## src/rtl/afifo_pkg.sv

```systemverilog
// Shared async-FIFO pointer helpers: Gray/binary conversion, depth and CDC-depth legality.
package afifo_pkg;

    localparam int unsigned PTR_MAX         = 16;
    localparam int unsigned SYNC_STAGES_MIN = 2;
    localparam int unsigned SYNC_STAGES_MAX = 4;

    // Widest pointer vector; narrower pointers are zero-extended into it.
    typedef logic [PTR_MAX-1:0] ptr_t;

    function automatic ptr_t gray2bin(input ptr_t g);
        ptr_t b;
        b[PTR_MAX-1] = g[PTR_MAX-1];
        for (int i = PTR_MAX - 2; i >= 0; i--) begin
            b[i] = b[i+1] ^ g[i];
        end
        return b;
    endfunction

    function automatic ptr_t bin2gray(input ptr_t b);
        return b ^ (b >> 1);
    endfunction

    function automatic int unsigned depth_of(input int unsigned ptr_width);
        return 32'd1 << (ptr_width - 32'd1);
    endfunction

    function automatic bit sync_stages_ok(input int unsigned n);
        return (n >= SYNC_STAGES_MIN) && (n <= SYNC_STAGES_MAX);
    endfunction

endpackage

```

## src/rtl/rptr_sync_w_if.sv

```systemverilog
// Write-side read-pointer bundle: pointers in, synchronized pointer and level status out.
interface rptr_sync_w_if #(
    parameter int unsigned PTR_WIDTH = 3
);
    logic [PTR_WIDTH-1:0] g_rptr;
    logic [PTR_WIDTH-1:0] b_wptr;
    logic [PTR_WIDTH-1:0] g_rptr_sync;
    logic [PTR_WIDTH-1:0] b_rptr_sync;
    logic [PTR_WIDTH-1:0] wr_used;
    logic [PTR_WIDTH-1:0] wr_free;
    logic                 almost_full;
    logic                 sync_valid;
    logic                 gray_err;

    modport master (
        output g_rptr, b_wptr,
        input  g_rptr_sync, b_rptr_sync, wr_used, wr_free, almost_full, sync_valid, gray_err
    );

    modport slave (
        input  g_rptr, b_wptr,
        output g_rptr_sync, b_rptr_sync, wr_used, wr_free, almost_full, sync_valid, gray_err
    );
endinterface

```

## src/rtl/ptr_sync.sv

```systemverilog
// N-stage flop chain for bringing a Gray pointer across clock domains; pure flops, no logic.
module ptr_sync #(
    parameter int unsigned WIDTH  = 3,
    parameter int unsigned STAGES = 2
) (
    input  logic             clk,
    input  logic             rst_n,
    input  logic [WIDTH-1:0] d,
    output logic [WIDTH-1:0] q
);

    logic [WIDTH-1:0] chain [STAGES];

    always_ff @(posedge clk or negedge rst_n) begin
        if (!rst_n) begin
            for (int i = 0; i < int'(STAGES); i++) begin
                chain[i] <= '0;
            end
        end else begin
            chain[0] <= d;
            for (int i = 1; i < int'(STAGES); i++) begin
                chain[i] <= chain[i-1];
            end
        end
    end

    assign q = chain[STAGES-1];

endmodule

```

## src/rtl/rptr_sync_w.sv

```systemverilog
// Write-domain read-pointer receiver: CDC of the Gray read pointer, binary conversion, fill level.
// Optional GRAY_CHECK_EN adds a sticky gray_err for illegal Gray steps and level overruns.
module rptr_sync_w
    import afifo_pkg::*;
#(
    parameter int unsigned PTR_WIDTH    = 3,
    parameter int unsigned SYNC_STAGES  = 2,
    parameter int unsigned AF_THRESHOLD = 1
) (
    input logic          wclk,
    input logic          write_reset,
    rptr_sync_w_if.slave bus
);

    localparam logic [PTR_WIDTH-1:0] DEPTH_P  = PTR_WIDTH'(depth_of(PTR_WIDTH));
    localparam int unsigned          CNT_W    = $clog2(SYNC_STAGES + 3);
    localparam logic [CNT_W-1:0]     CNT_LAST = CNT_W'(SYNC_STAGES + 1);

    generate
        if (!sync_stages_ok(SYNC_STAGES)) begin : g_bad_cfg
            $fatal(1, "rptr_sync_w: SYNC_STAGES out of range");
        end
    endgenerate

    logic [PTR_WIDTH-1:0] g_sync;
    logic [PTR_WIDTH-1:0] b_rptr;
    logic [PTR_WIDTH-1:0] wr_used;
    logic [PTR_WIDTH-1:0] wr_free;
    logic                 almost_full;
    logic                 sync_valid;
    logic [CNT_W-1:0]     cnt;
    logic [PTR_WIDTH-1:0] diff_c;
    logic [PTR_WIDTH-1:0] free_c;

`ifdef GRAY_CHECK_EN
    // Chain split so the penultimate stage is visible to the Gray step check.
    logic [PTR_WIDTH-1:0] g_prev;
    logic [PTR_WIDTH-1:0] step_c;
    logic                 multi_c;
    logic                 overrun_c;
    logic                 gray_err;

    ptr_sync #(.WIDTH(PTR_WIDTH), .STAGES(SYNC_STAGES - 1)) u_sync_head (
        .clk   (wclk),
        .rst_n (write_reset),
        .d     (bus.g_rptr),
        .q     (g_prev)
    );

    ptr_sync #(.WIDTH(PTR_WIDTH), .STAGES(1)) u_sync_tail (
        .clk   (wclk),
        .rst_n (write_reset),
        .d     (g_prev),
        .q     (g_sync)
    );

    always_comb begin
        step_c    = g_prev ^ g_sync;
        multi_c   = (step_c & (step_c - PTR_WIDTH'(1))) != '0;
        overrun_c = diff_c > DEPTH_P;
    end

    always_ff @(posedge wclk or negedge write_reset) begin
        if (!write_reset) begin
            gray_err <= 1'b0;
        end else if (sync_valid && (multi_c || overrun_c)) begin
            gray_err <= 1'b1;
        end
    end

    assign bus.gray_err = gray_err;
`else
    ptr_sync #(.WIDTH(PTR_WIDTH), .STAGES(SYNC_STAGES)) u_sync (
        .clk   (wclk),
        .rst_n (write_reset),
        .d     (bus.g_rptr),
        .q     (g_sync)
    );

    assign bus.gray_err = 1'b0;
`endif

    // Stale read pointer only inflates the difference, so free space is never over-reported.
    always_comb begin
        diff_c = bus.b_wptr - b_rptr;
        free_c = (diff_c > DEPTH_P) ? '0 : DEPTH_P - diff_c;
    end

    always_ff @(posedge wclk or negedge write_reset) begin
        if (!write_reset) begin
            b_rptr      <= '0;
            wr_used     <= '0;
            wr_free     <= DEPTH_P;
            almost_full <= 1'b0;
        end else begin
            b_rptr      <= PTR_WIDTH'(gray2bin(ptr_t'(g_sync)));
            wr_used     <= diff_c;
            wr_free     <= free_c;
            almost_full <= 32'(free_c) <= AF_THRESHOLD;
        end
    end

    // Valid once the CDC chain and both conversion stages hold post-reset data.
    always_ff @(posedge wclk or negedge write_reset) begin
        if (!write_reset) begin
            cnt        <= '0;
            sync_valid <= 1'b0;
        end else begin
            if (cnt != CNT_LAST) begin
                cnt <= cnt + CNT_W'(1);
            end
            if (cnt == CNT_LAST) begin
                sync_valid <= 1'b1;
            end
        end
    end

    assign bus.g_rptr_sync = g_sync;
    assign bus.b_rptr_sync = b_rptr;
    assign bus.wr_used     = wr_used;
    assign bus.wr_free     = wr_free;
    assign bus.almost_full = almost_full;
    assign bus.sync_valid  = sync_valid;

endmodule

```

## src/flat_wrapper.sv

```systemverilog
// flat-port wrapper written by rule: the top's interface ports become plain ports
module rptr_sync_w_flat import afifo_pkg::*;
#(
    parameter int unsigned PTR_WIDTH    = 3,
    parameter int unsigned SYNC_STAGES  = 2,
    parameter int unsigned AF_THRESHOLD = 1
)
  (wclk, write_reset, bus_g_rptr, bus_b_wptr, bus_g_rptr_sync, bus_b_rptr_sync, bus_wr_used, bus_wr_free, bus_almost_full, bus_sync_valid, bus_gray_err);
  rptr_sync_w_if #(.PTR_WIDTH(PTR_WIDTH)) bus_i ();
  input logic wclk;
  input logic write_reset;
  input wire logic [$bits(bus_i.g_rptr)-1:0] bus_g_rptr;
  input wire logic [$bits(bus_i.b_wptr)-1:0] bus_b_wptr;
  output wire logic [$bits(bus_i.g_rptr_sync)-1:0] bus_g_rptr_sync;
  output wire logic [$bits(bus_i.b_rptr_sync)-1:0] bus_b_rptr_sync;
  output wire logic [$bits(bus_i.wr_used)-1:0] bus_wr_used;
  output wire logic [$bits(bus_i.wr_free)-1:0] bus_wr_free;
  output wire logic [$bits(bus_i.almost_full)-1:0] bus_almost_full;
  output wire logic [$bits(bus_i.sync_valid)-1:0] bus_sync_valid;
  output wire logic [$bits(bus_i.gray_err)-1:0] bus_gray_err;
  assign bus_i.g_rptr = bus_g_rptr;
  assign bus_i.b_wptr = bus_b_wptr;
  assign bus_g_rptr_sync = bus_i.g_rptr_sync;
  assign bus_b_rptr_sync = bus_i.b_rptr_sync;
  assign bus_wr_used = bus_i.wr_used;
  assign bus_wr_free = bus_i.wr_free;
  assign bus_almost_full = bus_i.almost_full;
  assign bus_sync_valid = bus_i.sync_valid;
  assign bus_gray_err = bus_i.gray_err;
  rptr_sync_w #(.PTR_WIDTH(PTR_WIDTH), .SYNC_STAGES(SYNC_STAGES), .AF_THRESHOLD(AF_THRESHOLD)) u_core (.wclk(wclk), .write_reset(write_reset), .bus(bus_i));
endmodule
```

## config.mk

```make
export PLATFORM = sky130hd
export DESIGN_NAME = rptr_sync_w_flat
export DESIGN_NICKNAME = d
export VERILOG_FILES = /design/src/rtl/afifo_pkg.sv /design/src/rtl/rptr_sync_w_if.sv /design/src/rtl/ptr_sync.sv /design/src/rtl/rptr_sync_w.sv /design/src/flat_wrapper.sv
export SDC_FILE = /design/constraint.sdc
export NUM_CORES = 1
export LEC_CHECK = 0
export CAP_MARGIN = 30
export CORE_UTILIZATION = 30
export CTS_CLUSTER_DIAMETER = 50
export CTS_CLUSTER_SIZE = 12
export DETAILED_ROUTE_END_ITERATION = 12
export GPL_ROUTABILITY_DRIVEN = 0
export PLACE_DENSITY = 0.6
export SLEW_MARGIN = 20
export SYNTH_ARGS = -nofsm -noshare
export SYNTH_HDL_FRONTEND = slang
export SYNTH_SLANG_ARGS = --single-unit
export TNS_END_PERCENT = 50
```

## constraint.sdc

```tcl
create_clock -name wclk -period 2.5 [get_ports wclk]
set_input_delay 0.25 -clock wclk [delete_from_list [all_inputs] [get_ports wclk]]
set_output_delay 0.25 -clock wclk [all_outputs]
set_load 0.01 [all_outputs]
```

==> impl_metrics.ini <==
[synth]
syn-cell-area_um2 = 758.2
netlist.area_leader.share_pct = 62.71
syn-num-nets = 64
synth_area_leaders = dfrtp_1 63%, ha_1 6.6%, buf_4 4.0%
ys_warn_count = 0
syn_inst = 51
avgSynthCellArea_um2 = 14.87
yosysTopAreaCell = dfrtp_1
ys_types = 19
synth_seq_cells = 20
yosysSeqAreaShare_pct = 66.17

[sta]
hold_viol_final = 0
rsz0062_at_grt = false
fin_crit_ns = 1.764
finalSetupViolCount = 0
maxSlewViolCount = 0
max_freq_ghz = 0.5670
hold_slack_ns = 0.1616
setup_tns_ns = 0
finalCritPeriodShare_pct = 70.55
finClkSkew_ns = 0.01295

[worst_setup_path]
crit_family = buffers and inverters
cp.required_ns = 2.73
cp_max_fo = 5
crit_path_start_kind = primary input
path_class = in2reg
arrival_ns = 1.99
slowest_stage = xnor3_2
cpPeakStageDelay_ns = 0.46
cp_common_cell = inv_1
reg2reg_from = u_core.bus.b_rptr_sync[0]
r2r_slack_ns = 0.74
reg2reg_depth = 5
worstPathCellList = clkdlybuf4s50_1, inv_1, ha_1, inv_1, fa_1, xnor3_2, mux2_4
critPathBufInv = 3
worstReg2RegEnd = u_core.bus.wr_free[2]
critPathCaptureType = flop

[global_route]
antenna_found_initial = 0
grt_use_total_pct = 9.181
grt_pass1_wl_um = 1676
use_met1_pct = 10.00
grt_pass1_vias = 398
grt_max_degree = 21
use_met2_pct = 13.89
grt-ovfl-total = 0
grt_use_met3_pct = 5.217
globalRoute.busiestLayer = met2

[clocking]
tritoncts = done
post_cts_resize_count = 0
cts.sinks = 20
clock-root-buffer = clkbuf_4
cts.htree.levels = 1
cts_hold_buf = 0
cts_buffers = 3
clkLatencyLatePin_ns = 0.30
clkTransAtPathRegs_ns = 0.10
clock_path_buffers = 2
postCtsSetupBuffers = 0

[detailed_routing]
num_vias = 412
drc_errors = 0
wl_per_cell_um = 9.376
drt_iter0_markers = 2
ant_nets = 0
vias_per_cell = 4.079
firstDrtPassIters = 2
wl_um = 947

[cells_and_area]
multiInputGateArea_um2 = 203.9
fillers = 213
ff_latch_area_um2 = 501.7
drive_above_1_share_pct = 13.70
stdcell_count = 101
nets = 87
synthToLayoutAreaGrowth_pct = 37.29
diodes = 0
final_util_pct = 45.32

[power]
p_sw_share_pct = 22.29
p_per_area_mw_per_mm2 = 809.8
clockPowerShare_pct = 30.3
power.switching_uw = 187.9
power.internal_uw = 655.1
ir_drop_mv = 0.4635
p_comb_share_pct = 24.1
finalPower_uw = 843.0
p_leak_uw = 0.0004767
p_seq_share_pct = 45.5

[placed_design]
port_buffers = 21
dp_hpwl_um = 741.3
dp.cells = 96

[floorplan]
die_w_um = 52.28
dieArea_mm2 = 0.002733
core_mm2 = 0.002297
ioPinCount = 23
start_util_pct = 33.01
die_h_um = 52.28
fp-row-count = 17

[outcome]
status = complete, no violations

[hold_path]
hold_path_class = in2async

[run]
maxCapViolations = 0
through the flow:
stage          area, um^2  worst slack [ns]
6_report             1041            0.7363
3_3_place_gp        973.4            0.4265
5_1_grt              1041            0.6602
4_1_cts              1026            0.7283
3_5_place_dp        973.4            0.4137
2_1_floorplan       758.2            0.7682
cells by family (layout without fill, tap and decap cells):
kind of cell    Yosys count  in the layout  share of synthesized area, %
compound gates            1              1                        0.6594
buf+inv                  10             32                         6.931
other cells               1              1                        0.4946
flops                    20             20                         66.17
fa+ha+maj                 5              5                         9.241
mux                       3              3                         4.785
simple gates              6              6                         3.962
xor+xnor                  5              5                         7.756
per-layer routing:
metal	part of all wire, %	vias up
li1	-	194
met2	50	17
met1	42	201
met3	7.8	0
met4	0	0
met5	0	-
registers in the layout (all words and copies together) (netlist names):
register / count
u_core.bus.b_rptr_sync: 3
u_core.bus.wr_free: 3
u_core.bus.wr_used: 3
u_core.cnt: 3
u_core.u_sync.chain: 3
u_core.u_sync.q: 3
u_core.bus.almost_full: 1
u_core.bus.sync_valid: 1
layout by cell type, fill, tap and decap left out:
cell type and count:
xor2_1 3, buf_8 1, and2_1 1, xnor3_2 1, clkbuf_4 3, nand2b_1 1, ha_1 4, mux2i_1 1
or2_2 1, nand2_1 1, mux2_2 1, fa_1 1, conb_1 1, clkdlybuf4s50_1 21, dfrtp_1 19, dfstp_2 1
nor2_1 2, xnor2_1 1, inv_1 6, mux2_4 1, bufinv_16 1, o21ai_1 1
Yosys cell counts (all sizes together):
| master | number |
|---|---|
| buf | 4 |
| and2 | 1 |
| xnor2 | 1 |
| mux2i | 1 |
| or2 | 1 |
| inv | 6 |
| xor2 | 3 |
| mux2 | 2 |
| o21ai | 1 |
| fa | 1 |
| conb | 1 |
| dfrtp | 19 |
| xnor3 | 1 |
| dfstp | 1 |
| ha | 4 |
| nand2b | 1 |
| nand2 | 1 |
| nor2 | 2 |
how the worst max path moves through the flow:
stage                         startpoint                    end  slack, ns  depth (start not counted)
2_1_floorplan  u_core.bus.b_rptr_sync[0]  u_core.bus.wr_free[2]       0.77                          5
3_3_place_gp               bus_b_wptr[0]  u_core.bus.wr_free[2]       0.43                          7
3_5_place_dp               bus_b_wptr[0]  u_core.bus.wr_free[2]       0.41                          9
4_1_cts        u_core.bus.b_rptr_sync[0]  u_core.bus.wr_free[2]       0.73                          7
5_1_grt        u_core.bus.b_rptr_sync[0]  u_core.bus.wr_free[2]       0.66                          7
6_report                   bus_b_wptr[0]  u_core.bus.wr_free[2]       0.74                          7
power groups by stage:
stage	Sequential (uW)	Combinational, uW	Clock (uW)
after global routing	388	224	284
after global placement	390	202	0
after detailed placement	392	204	0
after floorplan	413	74.5	0
after CTS	385	204	264
final	384	203	256
final cells by class:
| type | count | area share, % |
|---|---|---|
| inverters | 6 | 2.163 |
| clock inverters | 1 | 2.885 |
| repair buffers | 22 | 21.63 |
| well taps | 28 | 3.365 |
| clock buffers | 3 | 2.163 |
| flip-flops and latches | 20 | 48.20 |
| multi-input cells | 21 | 19.59 |
No activity file was read; power rests on OpenSTA's default activity.
